[config.mk]
export PLATFORM = sky130hd
export DESIGN_NAME = hazard_stall_controller
export DESIGN_NICKNAME = d
export VERILOG_FILES = /design/src/rtl/pipeline_pkg.sv /design/src/rtl/mdu_busy_tracker.sv /design/src/rtl/hazard_stall_controller.sv
export SDC_FILE = /design/constraint.sdc
export NUM_CORES = 1
export LEC_CHECK = 0
export CAP_MARGIN = 20
export CORE_ASPECT_RATIO = 1.75
export CORE_MARGIN = 5
export CORE_UTILIZATION = 42
export DETAILED_ROUTE_END_ITERATION = 10
export GPL_TIMING_DRIVEN = 0
export PLACE_DENSITY = 0.77
export SKIP_LAST_GASP = 1
export SLEW_MARGIN = 10
export SYNTH_ARGS = -nofsm -noshare
export SYNTH_HDL_FRONTEND = slang
export SYNTH_SLANG_ARGS = --single-unit
[constraint.sdc]
create_clock -name clk -period 2.4 [get_ports clk]
set_input_delay 0.48 -clock clk [delete_from_list [all_inputs] [get_ports clk]]
set_output_delay 0.48 -clock clk [all_outputs]
set_load 0.01 [all_outputs]
[src/rtl/pipeline_pkg.sv]
// Shared pipeline constants: register-address width, the zero register,
// MDU state encoding and default MDU latencies.
package pipeline_pkg;

  localparam int REG_ADDR_W = 5;
  localparam logic [REG_ADDR_W-1:0] REG_ZERO = 5'd0;

  localparam int MULT_CYCLES_DEF = 4;
  localparam int DIV_CYCLES_DEF  = 32;

  typedef enum logic {
    MDU_IDLE = 1'b0,
    MDU_BUSY = 1'b1
  } mdu_state_t;

  // $0 is hardwired, so a write to it can never be a real dependency.
  function automatic logic reg_match(input logic [REG_ADDR_W-1:0] dst,
                                     input logic [REG_ADDR_W-1:0] src);
    return (dst != REG_ZERO) && (dst == src);
  endfunction

endpackage

[src/rtl/mdu_busy_tracker.sv]
// Tracks the busy window of the multi-cycle mult/div unit with a down-counter.
//   state | meaning
//   IDLE  | no MDU op in flight, MDUStart accepted
//   BUSY  | op in flight, mdu_cnt = busy cycles remaining including this one
module mdu_busy_tracker
  import pipeline_pkg::*;
#(
  parameter int MULT_CYCLES = MULT_CYCLES_DEF,
  parameter int DIV_CYCLES  = DIV_CYCLES_DEF
) (
  input  logic clk,
  input  logic rst,
  input  logic MDUStart,
  input  logic MDUIsDiv,
  output logic MDUBusy,
  output logic MDUDone
);

  localparam int CW = $clog2(DIV_CYCLES + 1);

  mdu_state_t    state, state_nxt;
  logic [CW-1:0] mdu_cnt, cnt_nxt;

  always_ff @(posedge clk) begin
    if (rst) begin
      state   <= MDU_IDLE;
      mdu_cnt <= '0;
    end else begin
      state   <= state_nxt;
      mdu_cnt <= cnt_nxt;
    end
  end

  // A start while BUSY is dropped; the hazard logic keeps MDU ops out of EX then.
  always_comb begin
    state_nxt = state;
    cnt_nxt   = mdu_cnt;
    case (state)
      MDU_IDLE: begin
        if (MDUStart) begin
          state_nxt = MDU_BUSY;
          cnt_nxt   = MDUIsDiv ? CW'(DIV_CYCLES) : CW'(MULT_CYCLES);
        end
      end
      MDU_BUSY: begin
        cnt_nxt = mdu_cnt - CW'(1);
        if (mdu_cnt == CW'(1)) state_nxt = MDU_IDLE;
      end
      default: begin
        state_nxt = MDU_IDLE;
        cnt_nxt   = '0;
      end
    endcase
  end

  always_comb begin
    MDUBusy = 1'b0;
    MDUDone = 1'b0;
    if (!rst && state == MDU_BUSY) begin
      MDUBusy = 1'b1;
      MDUDone = (mdu_cnt == CW'(1));
    end
  end

endmodule

[src/rtl/hazard_stall_controller.sv]
// ID-stage hazard detection: stalls PC/IFID and bubbles IDEX on hazards the
// forwarding unit cannot cover, squashes IFID on taken branches, counts stalls.
module hazard_stall_controller
  import pipeline_pkg::*;
#(
  parameter int MULT_CYCLES = MULT_CYCLES_DEF,
  parameter int DIV_CYCLES  = DIV_CYCLES_DEF,
  parameter int CNT_W       = 16
) (
  input  logic                  clk,
  input  logic                  rst,
  input  logic [REG_ADDR_W-1:0] IFIDRs,
  input  logic [REG_ADDR_W-1:0] IFIDRt,
  input  logic                  IFIDIsBranch,
  input  logic                  IFIDIsMDU,
  input  logic                  IFIDHiLo,
  input  logic                  BranchTaken,
  input  logic                  IDEXMemRead,
  input  logic                  IDEXRegWrite,
  input  logic [REG_ADDR_W-1:0] IDEXRd,
  input  logic                  EXMEMMemRead,
  input  logic [REG_ADDR_W-1:0] EXMEMRd,
  input  logic                  MDUStart,
  input  logic                  MDUIsDiv,
  output logic                  PCWrite,
  output logic                  IFIDWrite,
  output logic                  IDEXBubble,
  output logic                  IFIDFlush,
  output logic                  MDUBusy,
  output logic                  MDUDone,
  output logic [CNT_W-1:0]      StallCount
);

  logic idex_hit, exmem_hit;
  logic load_use, br_alu, br_load, mdu_haz, stall;

  mdu_busy_tracker #(
    .MULT_CYCLES(MULT_CYCLES),
    .DIV_CYCLES (DIV_CYCLES)
  ) u_mdu (
    .clk     (clk),
    .rst     (rst),
    .MDUStart(MDUStart),
    .MDUIsDiv(MDUIsDiv),
    .MDUBusy (MDUBusy),
    .MDUDone (MDUDone)
  );

  // Branches resolve in ID, so any in-flight producer of a compare operand
  // stalls; a load two ahead costs a second cycle.
  always_comb begin
    idex_hit  = reg_match(IDEXRd, IFIDRs)  | reg_match(IDEXRd, IFIDRt);
    exmem_hit = reg_match(EXMEMRd, IFIDRs) | reg_match(EXMEMRd, IFIDRt);
    load_use  = IDEXMemRead & idex_hit;
    br_alu    = IFIDIsBranch & IDEXRegWrite & idex_hit;
    br_load   = IFIDIsBranch & EXMEMMemRead & exmem_hit;
    mdu_haz   = MDUBusy & (IFIDHiLo | IFIDIsMDU);
    stall     = !rst & (load_use | br_alu | br_load | mdu_haz);
  end

  always_comb begin
    PCWrite    = !stall;
    IFIDWrite  = !stall;
    IDEXBubble = stall;
    IFIDFlush  = !rst & BranchTaken & IFIDIsBranch & !stall;
  end

  always_ff @(posedge clk) begin
    if (rst) begin
      StallCount <= '0;
    end else if (!PCWrite && !(&StallCount)) begin
      StallCount <= StallCount + CNT_W'(1);
    end
  end

endmodule

==> results.json <==
{
  "status": "finished, violations left",
  "violations": "negative setup slack",
  "grt.overflow.total": 0,
  "avgViaCountPerCell": 5.44,
  "post-route-util_pct": 58.3,
  "die_w_um": 56.9,
  "p_total_uw": 876,
  "rows": 30,
  "synth_adder_area_share_pct": 2.32,
  "stdcell_count": 298,
  "synthCells": 191,
  "synth.area.mux_share_pct": 5.49,
  "hold_violations": 0,
  "grt_first_pass_wirelength_um": 6910,
  "synth_xor_area_share_pct": 11.4,
  "grt_max_degree": 16,
  "grtUsageTotal_pct": 16.2,
  "synth_edf_count": 0,
  "dp.cells": 291,
  "ys_types": 50,
  "n_antenna_cell": 0,
  "hold_path.class": "flip-flop to flip-flop",
  "period_needed_ps": 2400,
  "crit_family": "simple AND/OR/NAND/NOR gates",
  "async_flop_share_pct": 0,
  "min-delay-start": "StallCount[4]",
  "die_area_sq_um": 5240,
  "vias": 1622,
  "synth_top_family_by_area": "simple AND/OR/NAND/NOR gates",
  "remaining_drc_errors": 0,
  "r2r_cells": 7,
  "cts_buffers": 3,
  "antenna_found_initial": 0,
  "p_leak_nw": 0.826,
  "clkPwrFrac_pct": 28.3,
  "max_cap_violations": 0,
  "avgSynthCellArea_sq_um": 8.47,
  "crit_path_max_fanout": 4,
  "dp_worst_setup_slack_ps": -1180,
  "power_switching_uw": 252,
  "netlist_top_cells_area": "dfxtp_1 (28%), xor2_1 (11%), nor2_1 (4.9%)",
  "period_share_pct": 100,
  "start_util_pct": 42.7,
  "pwr-share-comb_pct": 25.1,
  "worstSkewPairLatency_ps": 270,
  "rr_startpoint": "StallCount[8]",
  "portBuffers": 52,
  "rsz0062_at_grt": "yes",
  "r2r-end": "StallCount[5]",
  "fin_skew_ps": 1.24,
  "grt_pass1_vias": 1574,
  "dieHeight_um": 92.1,
  "cpPeakStageDelay_ps": 470,
  "ys.flop_type": "dfxtp_1",
  "clock-sinks": 23,
  "endpoint": "IFIDFlush",
  "endpoint_kind": "output pin",
  "worst-r2r-setup-slack_ps": 280,
  "p_int_uw": 625,
  "crit_chain": "clkdlybuf4s15_2 -> or4_1 -> o21ai_1 -> o221a_1 -> buf_6 -> and4b_1 -> buf_2",
  "synth_top_area_cell": "dfxtp_1",
  "syn_area_sq_um": 1620,
  "drt-initial-drc-count": 32,
  "worstSetupStartpointType": "primary input",
  "vdd.ir_drop.worst_v": 0.000259,
  "worst_pin_slew_ps": 524,
  "wl_per_cell_um": 14.4,
  "sequentialPowerShare_pct": 46.6,
  "crit_cells": 7,
  "path_buf_inv": 3,
  "cp-startpoint": "IDEXRd[3]",
  "fmax_mhz": 416,
  "synth_seq_area_share_pct": 28.5,
  "cellPowerDensity_nw_per_um2": 397,
  "dr.pass1.iters": 7,
  "area_delta_synth_final_pct": 36.5,
  "synth_compound_gate_area_share_pct": 15.6,
  "synth_top_area_share_pct": 28.5,
  "nets": 285,
  "hold_buffers": 0,
  "clk_pin_slew_worst_paths_ps": 80,
  "synth-simple-area-share_pct": 30.5,
  "yosysWarnings": 0,
  "switching_share_pct": 28.7,
  "setup_ws_ps": -1.51,
  "dpl.hpwl_um": 3460,
  "drv_slew": 0,
  "fin_setup_tns_ps": -1.51,
  "setup_viol": 1,
  "boundaryPins": 53,
  "ys_ff_latch": 23,
  "coreArea_sq_um": 3790,
  "drt_wl_total_um": 4290,
  "htreeDepth": 1,
  "slew_headroom_pct": 65.1,
  "gp_congestion": 0.827,
  "cts_tree": "done",
  "critPathSlowestCell": "or4_1",
  "crit_type": "primary input to output pin",
  "required_ps": 1920,
  "drive_gt1_share_pct": 21.2,
  "synthesis.nets": 225,
  "cts_max_path_buffers": 2,
  "crit_arrival_ps": 1920,
  "cts-root-buf": "clkbuf_8",
  "ant_nets": 0
}
repair_timing:
item,4_1_cts,5_1_grt
setup endpoints to repair,8,4
pin swaps,19,6
resized for setup,108,4
setup buffers,4,1
worst min path at each step:
stage / cells after the start / to
final: 2 / StallCount[4]
after detailed placement: 2 / StallCount[4]
after CTS: 2 / StallCount[4]
after global placement: 2 / StallCount[4]
after floorplan: 2 / u_mdu.mdu_cnt[3]
after global routing: 2 / StallCount[4]
routing by layer:
layer	share of wire, %	global-route usage (%)	up-vias
li1	-	-	806
met1	35	15.3	767
met2	59	32.4	43
met3	4.3	2.25	6
met4	1.5	6.96	0
met5	0	0	-
layout make-up:
type	count	area [sq um]
flip-flops and latches	23	460
repair buffers	57	493
inverters	8	30.0
fillers	371	1580
well taps	48	60.1
clock buffers	4	45.0
plain buffers	7	47.5
multi-input cells	151	1070
worst reg2reg max path, delay by kind of cell (launching register included):
family	cells	cell delay, ps
AND/OR/NAND/NOR	5	980
flip-flops	1	440
multiplexers	1	300
buffers and inverters	1	290
synthesized netlist by cell type (3+ instances only):
library cell / number
xor2_1: 21
clkbuf_1: 4
o31ai_1: 6
nand3_1: 6
ha_1: 3
inv_1: 8
dfxtp_1: 23
nor2b_1: 8
or4_1: 8
nor2_1: 21
nor3_1: 3
or3_1: 3
mux2_4: 3
nand2_1: 9
o21ai_1: 4
a21oi_1: 14
o21ai_0: 4
nor3_2: 3
cell families after synthesis:
family	count (synthesis)
AOI/OAI and AO/OA	40
xor gates and xnor gates	21
adders and majority gates	3
buffers and inverters	17
DFF	23
muxes	7
and+or+nand+nor	80
per-stage QoR:
| step | hold slack, ps | instance area [sq um] |
|---|---|---|
| after floorplan | 471 | 1620 |
| after global placement | 492 | 2200 |
| after detailed placement | 489 | 2200 |
| after CTS | 502 | 2220 |
| after global routing | 520 | 2210 |
| final | 506 | 2210 |
state kept, by name, summed over array words and instances (netlist names):
name	cells
StallCount	16
u_mdu.mdu_cnt	6
u_mdu.state	1
placed cells by master (no fill, tap or decap), drive strengths merged, types with 4 or more instances in the layout:
cell and n:
a21oi 14, buf 27, clkbuf 9, clkdlybuf4s15 4, clkdlybuf4s50 23, dfxtp 23, dlygate4sd2 5, inv 8
mux2 6, nand2 9, nand3 7, nor2 21, nor2b 8, nor3 6, nor4 5, o21ai 8
o31ai 6, or4 8, xor2 21
power groups by stage:
stage / registers, mW / clock network [mW] / logic, mW
2_1_floorplan: 0.414 / 0 / 0.127
3_3_place_gp: 0.416 / 0 / 0.227
3_5_place_dp: 0.416 / 0 / 0.233
4_1_cts: 0.408 / 0.249 / 0.225
5_1_grt: 0.410 / 0.265 / 0.245
6_report: 0.408 / 0.248 / 0.220
No activity file was read; power rests on OpenSTA's default activity.
==> RTL edit, RTL diff (config.mk and constraints unchanged) <==
Change the package constant `DIV_CYCLES_DEF` from 32 to 16.
--- a/src/rtl/pipeline_pkg.sv
+++ b/src/rtl/pipeline_pkg.sv
@@ -6,7 +6,7 @@
   localparam logic [REG_ADDR_W-1:0] REG_ZERO = 5'd0;
 
   localparam int MULT_CYCLES_DEF = 4;
-  localparam int DIV_CYCLES_DEF  = 32;
+  localparam int DIV_CYCLES_DEF  = 16;
 
   typedef enum logic {
     MDU_IDLE = 1'b0,
Check against the original RTL: no difference found for any inputs over 10 cycles, from zero or initial values and one cycle with rst high; that may be too few to reach the edited logic, so the function may still have changed.
==> RTL edit against the unedited design <==
The run still ends with setup timing left; setup slack got worse by 190 ps; total power is 8.0% higher; first-iteration DRC count decreased by 16%; area after synthesis shrank 3.5%; sequential share of layout area shrank 2.6 points; cell area increased by 9.5%; fmax shrank 7.2%; global-route usage up 2.8 points; critical path depth grew 1; wire length increased by 11%; sequential cell count shrank 1.
==> RTL edit: results <==
{
  "run_status": "complete, but fails checks",
  "violations_in_the_final_reports": "setup timing",
  "syn_inst": 185,
  "power.share.switching_pct": 28.4,
  "cell_internal_power_dissipation_uw": 678,
  "power.ir.vdd_worst_mv": 0.457,
  "biggestRegsByFlops": "StallCount: 16 flops, u_mdu.mdu_cnt: 5 flops, u_mdu.state: 1 flops",
  "part_of_the_yosys_area_used_for_sequential_elements_pct": 28.2,
  "critical_path.slowest_cell": "sky130_fd_sc_hd__or3_4",
  "numPlacedInstances": 283,
  "place_congestion": 0.922,
  "powerClk_uw": 267,
  "place.detailed.hpwl_um": 3370,
  "crit_path_max_incr_delay_ps": 370,
  "timing.critical_path.from": "EXMEMRd[1]",
  "drt_first_pass_iters": 4,
  "dpl_worst_slack_ps": -1260,
  "rr_worst_depth": 8,
  "detailroute.wirelength.met3_um": 260,
  "synth.net_count": 219,
  "whs_endpoint": "StallCount[9]",
  "timing.rr.start": "StallCount[0]",
  "routed_wirelength_um": 4780,
  "place_area_sq_mm": 0.00214,
  "fill_cells": 304,
  "num-nets-final": 291,
  "post_layout_nonfiller_instances": 302,
  "tightestPinTransition_ps": 370,
  "regToRegSetupSlack_ps": 210,
  "finalSetupViolCount": 4,
  "arrival_worst_endpoint_ps": 2110,
  "global_route_wire_length_before_repair_um": 7870,
  "wl_met2_um": 2570,
  "grt_start_max_net_pins": 13,
  "global_route.usage.met1_pct": 20.1,
  "final_critical_path_setup_slack_ps": -189,
  "detailedRoute.firstIterationViolations": 27,
  "path_delay_family": "compound AO/OA/AOI/OAI gates",
  "netlist_top_cells_count": "sky130_fd_sc_hd__dfxtp_1 (22), sky130_fd_sc_hd__xnor2_1 (20), sky130_fd_sc_hd__nor2_1 (15)",
  "worstHoldPathType": "register to register",
  "min_from": "StallCount[9]",
  "totalNegativeSetupSlack_ps": -357,
  "power_sequential_uw": 391,
  "global_router_s_overall_resource_usage_pct": 18.9
}
[RTL edit: logic make-up after synthesis]
kind of cell | Yosys count | share of synthesized area (%)
flops | 22 | 28.2
xor+xnor | 21 | 11.8
simple gates | 79 | 28.7
mux | 5 | 3.93
fa+ha+maj | 3 | 2.40
buf+inv | 15 | 4.97
compound gates | 40 | 20.0
[RTL edit: worst reg2reg max path, delay by kind of cell, from the launching register on]
family	cells	cell delay, ps
adders and majority gates	1	250
buffers and inverters	1	190
DFF	1	350
muxes	1	320
and+or+nand+nor	5	980
[RTL edit: cell type report]
cell class                      instances  area (sq um)  share of cell area, %
Inverter                                6          22.5                  0.931
Buffer                                  9          85.1                   3.52
Sequential cell                        22           440                   18.2
Timing Repair Buffer                   67           606                   25.0
Multi-Input combinational cell        148          1150                   47.6
Tap cell                               46          57.6                   2.38
Clock buffer                            4          55.1                   2.28
[RTL edit: timing repair]
action,in CTS,in global routing
pin swaps,13,10
resized for setup,76,32
endpoints found under the setup margin,20,18
setup buffers,9,6
